--- src/rtl/core_global_avg_pooling_1.sv ---
// Global average pooling: sums WIDTH*WIDTH words per channel from a show-ahead
// FIFO, scales by a fixed-point reciprocal, rounds, saturates and pushes one result.
module core_global_avg_pooling_1 #(
  parameter int DWIDTH   = 32,
  parameter int WIDTH    = 7,
  parameter int CHANNELS = 512,
  parameter int RECIP    = 1337,
  parameter int SHIFT    = 16,
  parameter int ACC_W    = DWIDTH + 8
) (
  input  logic              clock,
  input  logic              reset,
  input  logic [DWIDTH-1:0] ff_rdata,
  output logic              ff_rdreq,
  input  logic              ff_empty,
  output logic [DWIDTH-1:0] ff_wdata,
  output logic              ff_wrreq,
  input  logic              ff_full,
  output logic              frame_done,
  output logic [1:0]        state_dbg
);

  localparam int NWORDS = WIDTH * WIDTH;
  localparam int WC_W   = $clog2(NWORDS + 1);
  localparam int CH_W   = (CHANNELS > 1) ? $clog2(CHANNELS) : 1;
  localparam int PW     = ACC_W + SHIFT + 1;

  localparam logic signed [PW-1:0] RECIP_X = PW'(RECIP);
  localparam logic signed [PW-1:0] HALF    = PW'(2 ** (SHIFT - 1));
  localparam logic signed [PW-1:0] SAT_MAX = {{(PW-DWIDTH+1){1'b0}}, {(DWIDTH-1){1'b1}}};
  localparam logic signed [PW-1:0] SAT_MIN = {{(PW-DWIDTH+1){1'b1}}, {(DWIDTH-1){1'b0}}};

  typedef enum logic [1:0] {
    ACC = 2'd0,
    MUL = 2'd1,
    RND = 2'd2,
    OUT = 2'd3
  } state_t;

  state_t                   state;
  state_t                   state_next;
  logic signed [ACC_W-1:0]  acc;
  logic signed [PW-1:0]     prod;
  logic [DWIDTH-1:0]        result;
  logic [WC_W-1:0]          word_cnt;
  logic [CH_W-1:0]          ch_cnt;

  logic                     last_word;
  logic signed [ACC_W-1:0]  word_ext;
  logic signed [PW-1:0]     acc_x;
  logic signed [PW-1:0]     prod_next;
  logic signed [PW-1:0]     rounded;
  logic [DWIDTH-1:0]        sat_next;

  // Handshake: a word is consumed on every rising edge where ff_rdreq=1, and a
  // result is pushed on every rising edge where ff_wrreq=1; both are forced low in reset.
  assign ff_rdreq  = reset && (state == ACC) && !ff_empty;
  assign ff_wrreq  = reset && (state == OUT) && !ff_full;
  assign ff_wdata  = result;
  assign state_dbg = state;

  assign last_word = (word_cnt == WC_W'(NWORDS - 1));
  assign word_ext  = {{(ACC_W-DWIDTH){ff_rdata[DWIDTH-1]}}, ff_rdata};
  assign acc_x     = {{(PW-ACC_W){acc[ACC_W-1]}}, acc};
  assign prod_next = acc_x * RECIP_X;
  assign rounded   = (prod + HALF) >>> SHIFT;

  always_comb begin
    sat_next = rounded[DWIDTH-1:0];
    if (rounded > SAT_MAX) begin
      sat_next = SAT_MAX[DWIDTH-1:0];
    end else if (rounded < SAT_MIN) begin
      sat_next = SAT_MIN[DWIDTH-1:0];
    end
  end

  always_comb begin
    state_next = state;
    case (state)
      ACC: if (ff_rdreq && last_word) state_next = MUL;
      MUL: state_next = RND;
      RND: state_next = OUT;
      OUT: if (!ff_full) state_next = ACC;
      default: state_next = ACC;
    endcase
  end

  always_ff @(posedge clock) begin
    if (!reset) begin
      state      <= ACC;
      acc        <= '0;
      prod       <= '0;
      result     <= '0;
      word_cnt   <= '0;
      ch_cnt     <= '0;
      frame_done <= 1'b0;
    end else begin
      state      <= state_next;
      frame_done <= 1'b0;
      case (state)
        ACC: begin
          if (ff_rdreq) begin
            acc <= acc + word_ext;
            if (last_word) begin
              word_cnt <= '0;
            end else begin
              word_cnt <= word_cnt + WC_W'(1);
            end
          end
        end
        MUL: prod <= prod_next;
        RND: result <= sat_next;
        OUT: begin
          // Everything holds while the downstream FIFO is full.
          if (!ff_full) begin
            acc <= '0;
            if (ch_cnt == CH_W'(CHANNELS - 1)) begin
              ch_cnt     <= '0;
              frame_done <= 1'b1;
            end else begin
              ch_cnt <= ch_cnt + CH_W'(1);
            end
          end
        end
        default: ;
      endcase
    end
  end

endmodule
--- config.mk ---
export PLATFORM = sky130hd
export DESIGN_NAME = core_global_avg_pooling_1
export DESIGN_NICKNAME = d
export VERILOG_FILES = /design/src/rtl/core_global_avg_pooling_1.sv
export SDC_FILE = /design/constraint.sdc
export NUM_CORES = 1
export LEC_CHECK = 0
export CAP_MARGIN = 20
export CORE_MARGIN = 1
export CORE_UTILIZATION = 30
export DETAILED_ROUTE_END_ITERATION = 8
export SYNTH_ARGS = -nofsm -noshare
export SYNTH_HDL_FRONTEND = slang
export SYNTH_SLANG_ARGS = --single-unit
--- constraint.sdc ---
create_clock -name clock -period 7.45 [get_ports clock]
set_input_delay 1.1175 -clock clock [delete_from_list [all_inputs] [get_ports clock]]
set_output_delay 1.1175 -clock clock [all_outputs]
set_load 0.05 [all_outputs]
# Yosys cells after proc, flatten, opt, wreduce, memory -nomap -nowiden
# Cells that the tools add are included.
[word_totals] register_bits=147 inputBits=36 out_inout_bits=37
[op_classes] add_sub_neg=4 n_mul=1 n_lt_le_gt_ge=2 n_eq_ne=8 muxes=11 bitwise_logic=3 n_reduce_logical=14
[ops] cell="two-way mux 40 bit" n=2
[ops] cell="case mux 40 bit (2 select lines)" n=1
[ops] cell="two-way mux 32 bit" n=2
[ops] cell="adder 57 x 17 -> 57 bit (second input constant)" n=1
[ops] cell="multiplier 40 x 12 -> 52 bit (second input constant)" n=1
[ops] cell="greater-than comparator 41 x 32 -> 1 bit (second input constant)" n=1
[ops] cell="< comparator 41 x 32 -> 1 bit (second input constant)" n=1
[ops] cell="adder 40 x 32 -> 40 bit" n=1
[ops] cell="adder 9 x 1 -> 9 bit (second input constant)" n=1
[ops] cell="== test 9 bit (second input constant)" n=1
[ops] cell="two-way mux 9 bit" n=1
[ops] cell="case mux 2 bit (4 select lines)" n=1
[ops] cell="adder 6 x 1 -> 6 bit (second input constant)" n=1
[ops] cell="== test 6 bit (second input constant)" n=1
[ops] cell="two-way mux 6 bit" n=1
[ops] cell="AND reduction 2 bit" n=3
[ops] cell="logical AND 1 bit" n=5
[ops] cell="== test 2 bit (second input constant)" n=2
[ops] cell="two-way mux 2 bit" n=2
[ops] cell="inequality test 2 bit (second input constant)" n=2
[ops] cell="NOT 1 bit" n=3
[ops] cell="AND reduction 3 bit" n=1
[ops] cell="OR reduction 3 bit" n=1
[ops] cell="== test 2 x 1 -> 1 bit (second input constant)" n=1
[ops] cell="other kinds (5)" n=6

# Longest topological paths before layout
# Gate-level depths: netlist (run 1).
[depth] depth_word=6 depth_mapped=24

# Worst setup path after synthesis (run 1)
# OpenSTA, ideal clock, no wires.
[synth_path] path_type="register to register" start="register acc[10]" end="register prod[55]" setup_time_ps=137 arrival_time_ps=5179 required_time_ps=7313 path_slack_ps=2134 stages_incl_launch_ff=20 path_buffers=0 period_less_slack_ps=5316 path_cell_list="dfxtp_1 > inv_1 > fa_1 > inv_1 > ha_1 > inv_1 > fa_1 > fa_1 > inv_1 > fa_1 > ha_1 > nand2_1 > o41ai_2 > o31ai_2 > o211ai_2 > a311oi_2 > o41a_4 > o311ai_4 > mux2i_1 > a221oi_2"
[synth_between] elab_chain_cells=1
[synth_rtl] item="from (decl)" line="42" rtl="logic signed [ACC_W-1:0] acc;"
[synth_rtl] item="from (signal assigned)" line="103" rtl="acc <= acc + word_ext;"
[synth_rtl] item="multiplier 40 x 12 -> 52 bit" line="65" rtl="assign prod_next = acc_x * RECIP_X;"
[synth_rtl] item="to (signal assigned)" line="111" rtl="MUL: prod <= prod_next;"
[synth_rtl] item="to (decl)" line="43" rtl="logic signed [PW-1:0] prod;"
# No other way between the ends.
# A chain may end at the register's enable or synchronous reset.

# Final worst setup path (run 1)
[layout_path] start="register acc[10]" end="register prod[33]"
# The elaborated chain is that of the path after synthesis.

==> results.yml, run 1 <==
status:
  status: "finished, final reports clean"
sta:
  slew_headroom_pct: 42.4
  period_minus_slack_ns: 5.84
  setup_violations: 0
  fin_crit_sh_pct: 78.3
  whs_ns: 0.475
  hold_viol: 0
  fmax_mhz: 171
  final.setup.tns_ns: 0
  rsz0062_at_grt: "no"
  tightest_slew_ns: 0.864
  fin_skew_ns: 0.0110
  drv_slew: 0
final_layout:
  drive_gt1_share_pct: 4.26
  nNetsFinal: 2126
  nFillCells: 5019
  final_core_utilization_pct: 34.8
  diodes: 0
  syn_to_final_growth_pct: 13.6
worst_hold_path:
  min-delay-start: "ff_wdata[31]$_SDFFE_PN0P_"
  hold_path_depth: 2
  hold_path.class: "flop to flop"
  hold_path_end: "ff_wdata[31]$_SDFFE_PN0P_"
setup_path:
  crit_family: "adder cells"
  cp_data_required_time_ns: 7.78
  worst_setup_path_start_kind: "flop"
  crit_chain: "inv_1 -> fa_1 -> inv_1 -> ha_1 -> inv_1 -> fa_1 -> fa_1 -> inv_1 -> fa_1 -> ha_1 -> a21o_1 -> a31oi_1 -> nand2_1 -> o31ai_2 -> o211ai_1 -> a21oi_1 -> o21ai_1 -> a21o_1 -> a21oi_1 -> xor2_1 -> o21ai_1"
  cp_data_arrival_time_ns: 6.16
  path_buf_inv: 4
  worstSetupEndpointType: "flop"
  slowest_stage: "fa_1"
  reg2reg_depth: 21
  crit_type: "flop to flop"
  crit-reg2reg-launch: "acc[10]$_SDFFE_PN0P_"
  timing.rr.end: "prod[33]$_SDFFE_PN0N_"
  critPathMaxFanout: 8
  max_stage_delay_ns: 0.55
  reg2reg_slack_ns: 1.61
clock_tree:
  clockRootBuffer: "clkbuf_16"
  numCtsBuffers: 17
  cts_sinks: 127
  clockBufferDepth: 2
  ctsHtreeMaxLevel: 4
  cts_setup_buffers: 0
  cts_hold_buf: 0
  insertion_delay_ns: 0.44
  path_clk_slew_ns: 0.07
  cts_tree: "done"
  post_cts_resized: 0
die:
  initial_core_util_pct: 30.7
  core_area_um2: 49400
  rows: 81
  io_pins: 73
  die_w_um: 227
  die_h_um: 227
  dieArea_um2: 51300
placed_design:
  routabilityCongestion: 0.880
  place_hpwl_um: 29400
  portBuffers: 72
synthesis:
  synth-seq-cells: 127
  synthTopCellsByArea: "fa_1, ha_1, dfxtp_1, inv_1, xnor2_1"
  syn_area_um2: 15100
  yosys.cell_types.count: 75
  yosysSeqAreaShare_pct: 16.8
  yosysMostFrequentCell: "ha_1"
  synth_top_cells_by_count: "ha_1, inv_1, fa_1"
  synth_area_leader_cell: "fa_1"
  synth_edf_count: 0
  synthCells: 1646
  synth_area_per_cell_um2: 9.19
  async_reset_ff_share_pct: 0
  synth-warning-count: 0
  synth_top_area_share_pct: 20.4
  ys.flop_type: "dfxtp_1"
  synth_nets: 2070
routing:
  wire_per_inst_um: 15.2
  num_vias: 11700
  ant_nets: 0
  drcViolationCount: 0
  vias_per_cell: 4.90
  drt-total-wl_um: 36100
  dr.first_iter.drc_count: 580
  firstDrtPassIters: 5
global_routing:
  grt_overflow_total: 0
  grt_max_degree: 72
  grt_antenna_before_repair: 0
  grt_pass1_wl_um: 59800
  grt_usage_pct: 14.5
  grt_pass1_vias: 11600
flow_run:
  drv_cap: 0
-- how the worst max path moves through the flow --
stage,startpoint,endpoint,slack (ns),cells past startpoint
after global routing,acc[10]$_SDFFE_PN0P_,prod[33]$_SDFFE_PN0N_,1.28,21
after detailed placement,acc[10]$_SDFFE_PN0P_,prod[33]$_SDFFE_PN0N_,1.67,21
final,acc[10]$_SDFFE_PN0P_,prod[33]$_SDFFE_PN0N_,1.61,21
after global placement,acc[10]$_SDFFE_PN0P_,prod[33]$_SDFFE_PN0N_,1.76,21
after floorplan,acc[10]$_SDFFE_PN0P_,prod[55]$_SDFFE_PN0N_,2.13,19
after CTS,acc[10]$_SDFFE_PN0P_,prod[33]$_SDFFE_PN0N_,1.64,21
-- state kept, by name (all words and copies together), names as in the netlist --
signal	cells
prod	37
frame_done	1
acc	40
ff_wdata	32
ch_cnt	9
state_dbg	2
word_cnt	6
-- layer usage --
| layer | part of all wire [%] | wire, um | track usage (%) |
|---|---|---|---|
| met1 | 51 | 18400 | 20.7 |
| met2 | 45 | 16400 | 23.2 |
| met3 | 2.9 | 1040 | 1.81 |
| met4 | 0.87 | 316 | 2.99 |
| met5 | 0 | 0 | 0 |
-- through the flow --
stage	area, um^2	setup WS, ns	instances
floorplan	15100	2.13	1646
global placement	16600	1.76	2347
detailed placement	16600	1.67	2347
CTS	17200	1.64	2379
global route	17200	1.28	2379
finish	17200	1.61	2379
-- cell type report --
class / count / area, um^2 / area share (%)
Clock inverter: 14 / 171 / 0.997
Inverter: 214 / 803 / 4.67
Multi-Input combinational cell: 1262 / 11600 / 67.6
Clock buffer: 18 / 439 / 2.55
Timing Repair Buffer: 80 / 781 / 4.54
Sequential cell: 127 / 2540 / 14.8
Tap cell: 664 / 831 / 4.83
-- cell families (layout without fill, tap and decap cells) --
group                    after synthesis  after routing  synth area share (%)
adder cells (fa/ha/maj)              388            388                  39.7
AND/OR/NAND/NOR                      374            374                  11.6
AO/OA/AOI/OAI                        355            355                  16.8
buffers and inverters                257            326                  6.42
flip-flops                           127            127                  16.8
XOR/XNOR                             112            112                  6.48
multiplexers                          33             33                  2.19
-- worst reg2reg max path: stages, from the launching register on --
cell and delay, ns:
dfxtp_1 0.54, inv_1 0.12, fa_1 0.55, inv_1 0.05
ha_1 0.28, inv_1 0.07, fa_1 0.43, fa_1 0.55
inv_1 0.06, fa_1 0.47, ha_1 0.38, a21o_1 0.18
a31oi_1 0.22, nand2_1 0.09, o31ai_2 0.36, o211ai_1 0.18
a21oi_1 0.32, o21ai_1 0.19, a21o_1 0.23, a21oi_1 0.19
xor2_1 0.16, o21ai_1 0.07
-- layout by cell type, fill, tap and decap left out, types with 12 or more instances in the layout --
cell type	netlist	layout
o21ai_0	38	38
nor3_1	19	19
a22o_1	13	13
clkbuf_16	0	17
nand3_1	34	34
nor2_1	128	127
a22oi_1	20	20
fa_1	154	154
xnor2_1	70	70
nand2_1	97	97
and3_1	12	12
ha_1	234	233
xor2_1	42	42
mux2i_1	32	32
a21oi_1	102	102
a221o_1	22	22
nor2b_1	14	14
dfxtp_1	127	127
o21a_1	12	12
clkdlybuf4s50_1	0	72
a21o_1	48	48
inv_1	213	213
nand4_1	20	20
Power of run 1 is not shown: default switching activity piles up to over one toggle a cycle in this logic, so the estimate is an artifact.
==> run 2: changes to the inputs <==
clock period = 4.9 ns   (was 7.45 ns; I/O delays follow)
==> run 2 against run 1 <==
Against the previous run:
- the flow now finishes with violations (setup timing)
- non-clock buffer count is 233 higher
- flip-flop and latch count is the same
- worst hold slack better by 0.013 ns
- cell area grew 15%
- sequential share of layout area down 1.5 points
- die area is the same
- setup slack worse by 1.9 ns
- register-to-register slack lost 1.9 ns
- maximum frequency up 12%
- critical path type unchanged
- critical endpoint is now prod[55]$_SDFFE_PN0N_
==> results.yml, run 2 (same netlist as run 1, synthesis figures left out) <==
status:
  status: "finished, violations left"
  failed_checks: "setup timing"
sta:
  fin_skew_ns: 0.0200
  tightest_slew_ns: 1.03
  rsz0062_at_grt: "yes"
  drv_slew: 0
  hold_viol: 0
  fin_crit_sh_pct: 106
  timing.final.ws_setup_ns: -0.306
  setup_violations: 20
  period_minus_slack_ns: 5.21
  slew_headroom_pct: 31.1
  fmax_mhz: 192
global_routing:
  grt_usage_pct: 15.6
  grt_max_degree: 42
  grt_antenna_before_repair: 0
  grt_pass1_wl_um: 64700
  grt_overflow_total: 0
  grt_pass1_vias: 12600
clock_tree:
  ctsHtreeMaxLevel: 4
  cts_sinks: 127
  cts_tree: "done"
  cts_hold_buf: 0
  insertion_delay_ns: 0.45
  clockRootBuffer: "clkbuf_16"
  clockBufferDepth: 2
  numCtsBuffers: 17
  path_clk_slew_ns: 0.06
final_layout:
  most-common-layout-cells: "buf_4, ha_1, inv_1"
  regMostFlops: "acc"
  drive_gt1_share_pct: 21.8
  largest_register_ffs: 40
  final_area_um2: 19700
  multiInputGateArea_um2: 12300
  regArea_um2: 2620
  nFillCells: 4842
  diodes: 0
  syn_to_final_growth_pct: 30.4
  layout_commonest_cell: "buf_4"
  final_core_utilization_pct: 40.0
  nNetsFinal: 2359
die:
  core_area_um2: 49400
  io_pins: 73
  rows: 81
  die_w_um: 227
  die_h_um: 227
  dieArea_um2: 51300
  initial_core_util_pct: 30.7
routing:
  num_vias: 12500
  dr.first_iter.drc_count: 603
  firstDrtPassIters: 5
  vias_per_cell: 4.79
  wire_per_inst_um: 14.7
  drcViolationCount: 0
  drt-total-wl_um: 38500
  ant_nets: 0
setup_path:
  worstSetupEndpointType: "flop"
  cp_data_required_time_ns: 5.21
  worst_setup_path_start_kind: "flop"
  cp_data_arrival_time_ns: 5.52
  critPathMaxFanout: 4
  crit_type: "flop to flop"
placed_design:
  portBuffers: 72
  routabilityCongestion: 0.859
  place_hpwl_um: 31400
  pre_cts_ws_ns: -0.452
  placed_cell_area_um2: 18400
flow_run:
  drv_cap: 0
worst_hold_path:
  hold_path.class: "flop to flop"
## run 2: final cells by class
class                           count  area share (%)
Sequential cell                   127            13.2
Clock buffer                       17            2.16
Timing Repair Buffer              313            13.0
Clock inverter                     15            1.11
Tap cell                          664            4.21
Multi-Input combinational cell   1262            62.2
Inverter                          214            4.07
## run 2: critical path: stages, from the launching register on
cell      delay, ns
dfxtp_4        0.36
fa_1           0.48
ha_1           0.29
fa_1           0.49
fa_1           0.50
inv_1          0.06
fa_1           0.53
inv_1          0.06
ha_4           0.30
nand2_4        0.07
o41ai_4        0.39
o31ai_4        0.13
o211ai_2       0.22
a311oi_2       0.15
o41a_4         0.40
o311ai_4       0.27
mux2i_1        0.28
a221oi_2       0.08
## run 2: path summary, 6_finish.rpt
kind	slack, ns	cells past startpoint	startpoint	end
max	-0.31	17	acc[11]$_SDFFE_PN0P_	prod[55]$_SDFFE_PN0N_
min	0.49	1	ff_wdata[16]$_SDFFE_PN0P_	ff_wdata[16]$_SDFFE_PN0P_
max reg2reg	-0.31	17	acc[11]$_SDFFE_PN0P_	prod[55]$_SDFFE_PN0N_
min reg2reg	0.49	1	ff_wdata[16]$_SDFFE_PN0P_	ff_wdata[16]$_SDFFE_PN0P_
## run 2: per-stage QoR
stage,std cells,hold slack [ns],setup TNS [ns]
after floorplan,1646,0.459,-0.587
after global placement,2554,0.470,-3.66
after detailed placement,2554,0.476,-5.50
after CTS,2603,0.488,-3.86
after global routing,2612,0.496,-7.59
final,2612,0.488,-2.89
## run 2: repair_timing
action	CTS	global route
endpoints found under the setup margin	24	30
gates resized for setup	67	48
setup buffers	18	10
pin swaps	53	35
cloned	0	0
## run 2: per-layer routing
| metal | track usage (%) | wire [um] |
|---|---|---|
| met1 | 22.7 | 20000 |
| met3 | 1.88 | 1030 |
| met4 | 3.77 | 593 |
| met2 | 24.3 | 16800 |
| met5 | 0 | 0 |
Power of run 2 is left out for the same reason.
==> run 3: changes to the inputs <==
CAP_MARGIN = unset   (was 20)
CORE_UTILIZATION = 57   (was 30)
PLACE_DENSITY = 0.79   (was unset)
==> run 3 against run 2 <==
Against the previous run:
- the run still ends with setup timing left
- routed wire length up 8.8%
- utilization grew 34 points
- sequential share of layout area up 0.39 points
- non-clock buffer count decreased by 25
- clock skew decreased by 0.0076 ns
- first-iteration DRC count increased by 90%
- flip-flop and latch count stayed put
- worst hold slack worse by 0.0067 ns
==> results.yml, run 3 (same netlist as run 1, synthesis figures left out) <==
sta:
  hold_viol: 0
  timing.final.ws_setup_ns: -0.322
  rsz0062_at_grt: "yes"
  slew_headroom_pct: 43.3
  period_minus_slack_ns: 5.22
  fmax_mhz: 191
  drv_slew: 0
  setup_violations: 23
  fin_crit_sh_pct: 107
  tightest_slew_ns: 0.851
  fin_skew_ns: 0.0124
setup_path:
  worst-path-stages: 19
  crit-reg2reg-launch: "acc[10]$_SDFFE_PN0P_"
  max_stage_delay_ns: 0.56
  reg2reg_depth: 19
  crit_chain: "inv_2 -> fa_2 -> inv_2 -> ha_4 -> inv_2 -> fa_1 -> fa_2 -> inv_2 -> fa_2 -> ha_4 -> nand2_4 -> o41ai_4 -> o31ai_4 -> o211ai_2 -> a311oi_2 -> o41a_4 -> o311ai_4 -> mux2i_1 -> a221oi_2"
  cp_data_required_time_ns: 5.19
  crit_path_start: "acc[10]$_SDFFE_PN0P_"
  critPathMaxFanout: 6
  worst_setup_path_start_kind: "flop"
  cp_data_arrival_time_ns: 5.51
  timing.rr.end: "prod[55]$_SDFFE_PN0N_"
  worstSetupEndpointType: "flop"
  slowest_stage: "fa_2"
  crit_family: "adder cells"
  endpoint: "prod[55]$_SDFFE_PN0N_"
  reg2reg_slack_ns: -0.32
  crit_type: "flop to flop"
  path_buf_inv: 4
  crit_top_cell: "inv_2"
clock_tree:
  cts_tree: "done"
  numCtsBuffers: 17
  ctsHtreeMaxLevel: 4
  path_clk_slew_ns: 0.07
  cts_hold_buf: 0
  clockRootBuffer: "clkbuf_16"
  cts_sinks: 127
  clockBufferDepth: 2
  insertion_delay_ns: 0.44
final_layout:
  nFillCells: 1699
  layout_commonest_cell: "ha_1"
  regMostFlops: "acc"
  regArea_um2: 2620
  diodes: 0
  nNetsFinal: 2334
  largest_register_ffs: 40
  multiInputGateArea_um2: 12400
  syn_to_final_growth_pct: 26.8
  most-common-layout-cells: "ha_1, buf_4, inv_1"
  drive_gt1_share_pct: 21.7
global_routing:
  grt_use_met1_pct: 38.2
  grtUsageMet2_pct: 52.5
  grt_pass1_vias: 13300
  grt_usage_pct: 30.1
  grt_overflow_total: 0
  gr-max-usage-layer: "met2"
  grt_max_degree: 71
  grt_pass1_wl_um: 64600
  grt_antenna_before_repair: 0
  gr-usage-met3_pct: 3.97
routing:
  wire_per_inst_um: 18.6
  drt-total-wl_um: 41900
  firstDrtPassIters: 8
  drcViolationCount: 0
  dr.first_iter.drc_count: 1147
  num_vias: 13300
  ant_nets: 0
  vias_per_cell: 5.89
flow_run:
  drv_cap: 0
worst_hold_path:
  min-delay-start: "ff_wdata[31]$_SDFFE_PN0P_"
  hold_path.class: "flop to flop"
die:
  die_w_um: 165
  die_h_um: 165
  initial_core_util_pct: 58.1
  core_area_um2: 26100
  dieArea_um2: 27200
  io_pins: 73
  rows: 59
status:
  status: "finished, violations left"
  failed_checks: "setup timing"
placed_design:
  portBuffers: 72
  pre_cts_ws_ns: -0.477
  routabilityCongestion: 0.917
  place_hpwl_um: 30100
run 3: cell types whose count changed in the layout (fill, tap and decap cells not counted), moves of 3 or more:
cell | previous run | this run
clkinv_8 | 0 | 3
inv_1 | 207 | 200
buf_4 | 236 | 204
a21oi_2 | 15 | 12
buf_6 | 3 | 12
fa_1 | 150 | 146
ha_4 | 18 | 24
ha_1 | 213 | 207
fa_2 | 4 | 8
bufinv_16 | 4 | 0
inv_2 | 7 | 14
run 3: worst min-delay path by stage:
stage,endpoint,cells past startpoint
after global placement,ff_wdata[31]$_SDFFE_PN0P_,2
after CTS,ff_wdata[31]$_SDFFE_PN0P_,2
after global routing,ff_wdata[14]$_SDFFE_PN0P_,2
after detailed placement,ff_wdata[31]$_SDFFE_PN0P_,2
after floorplan,ch_cnt[7]$_SDFFE_PN0P_,2
final,ff_wdata[31]$_SDFFE_PN0P_,2
run 3: area by class of cell:
cell class              instances  share of cell area, %
multi-input cells            1262                   64.5
clock inverters                15                  0.847
well taps                     335                   2.18
clock buffers                  17                   2.22
repair buffers                288                   12.4
inverters                     214                   4.18
flip-flops and latches        127                   13.6
run 3: worst register-to-register path, cell delays in order (launching register included):
cell and delay (ns):
dfxtp_4 0.39, inv_2 0.05, fa_2 0.56, inv_2 0.05, ha_4 0.25, inv_2 0.03, fa_1 0.46, fa_2 0.55
inv_2 0.04, fa_2 0.44, ha_4 0.32, nand2_4 0.06, o41ai_4 0.38, o31ai_4 0.14, o211ai_2 0.19, a311oi_2 0.15
o41a_4 0.41, o311ai_4 0.26, mux2i_1 0.26, a221oi_2 0.07
run 3: repair_timing:
action / in CTS / in global routing
pin swaps: 35 / 64
setup endpoints to repair: 22 / 32
gates resized for setup: 75 / 71
gates cloned: 0 / 0
setup buffers: 12 / 17
run 3: stage by stage:
stage	TNS [ns]	util (%)	hold WS [ns]	area (um^2)	std cells
5_1_grt	-7.99	73.7	0.501	19200	2258
3_3_place_gp	-2.76	68.0	0.467	17700	2199
6_report	-3.95	73.7	0.481	19200	2258
2_1_floorplan	-0.587	-	0.459	15300	1646
4_1_cts	-2.08	71.9	0.486	18700	2243
3_5_place_dp	-5.42	68.0	0.474	17700	2199
run 3: per-layer routing:
metal  share of wire, %  vias to the layer above
li1                   -                     6233
met1                 43                     6477
met2                 49                      477
met3                5.0                      116
met4                3.4                        0
met5                  0                        -
Power of run 3 is left out for the same reason.
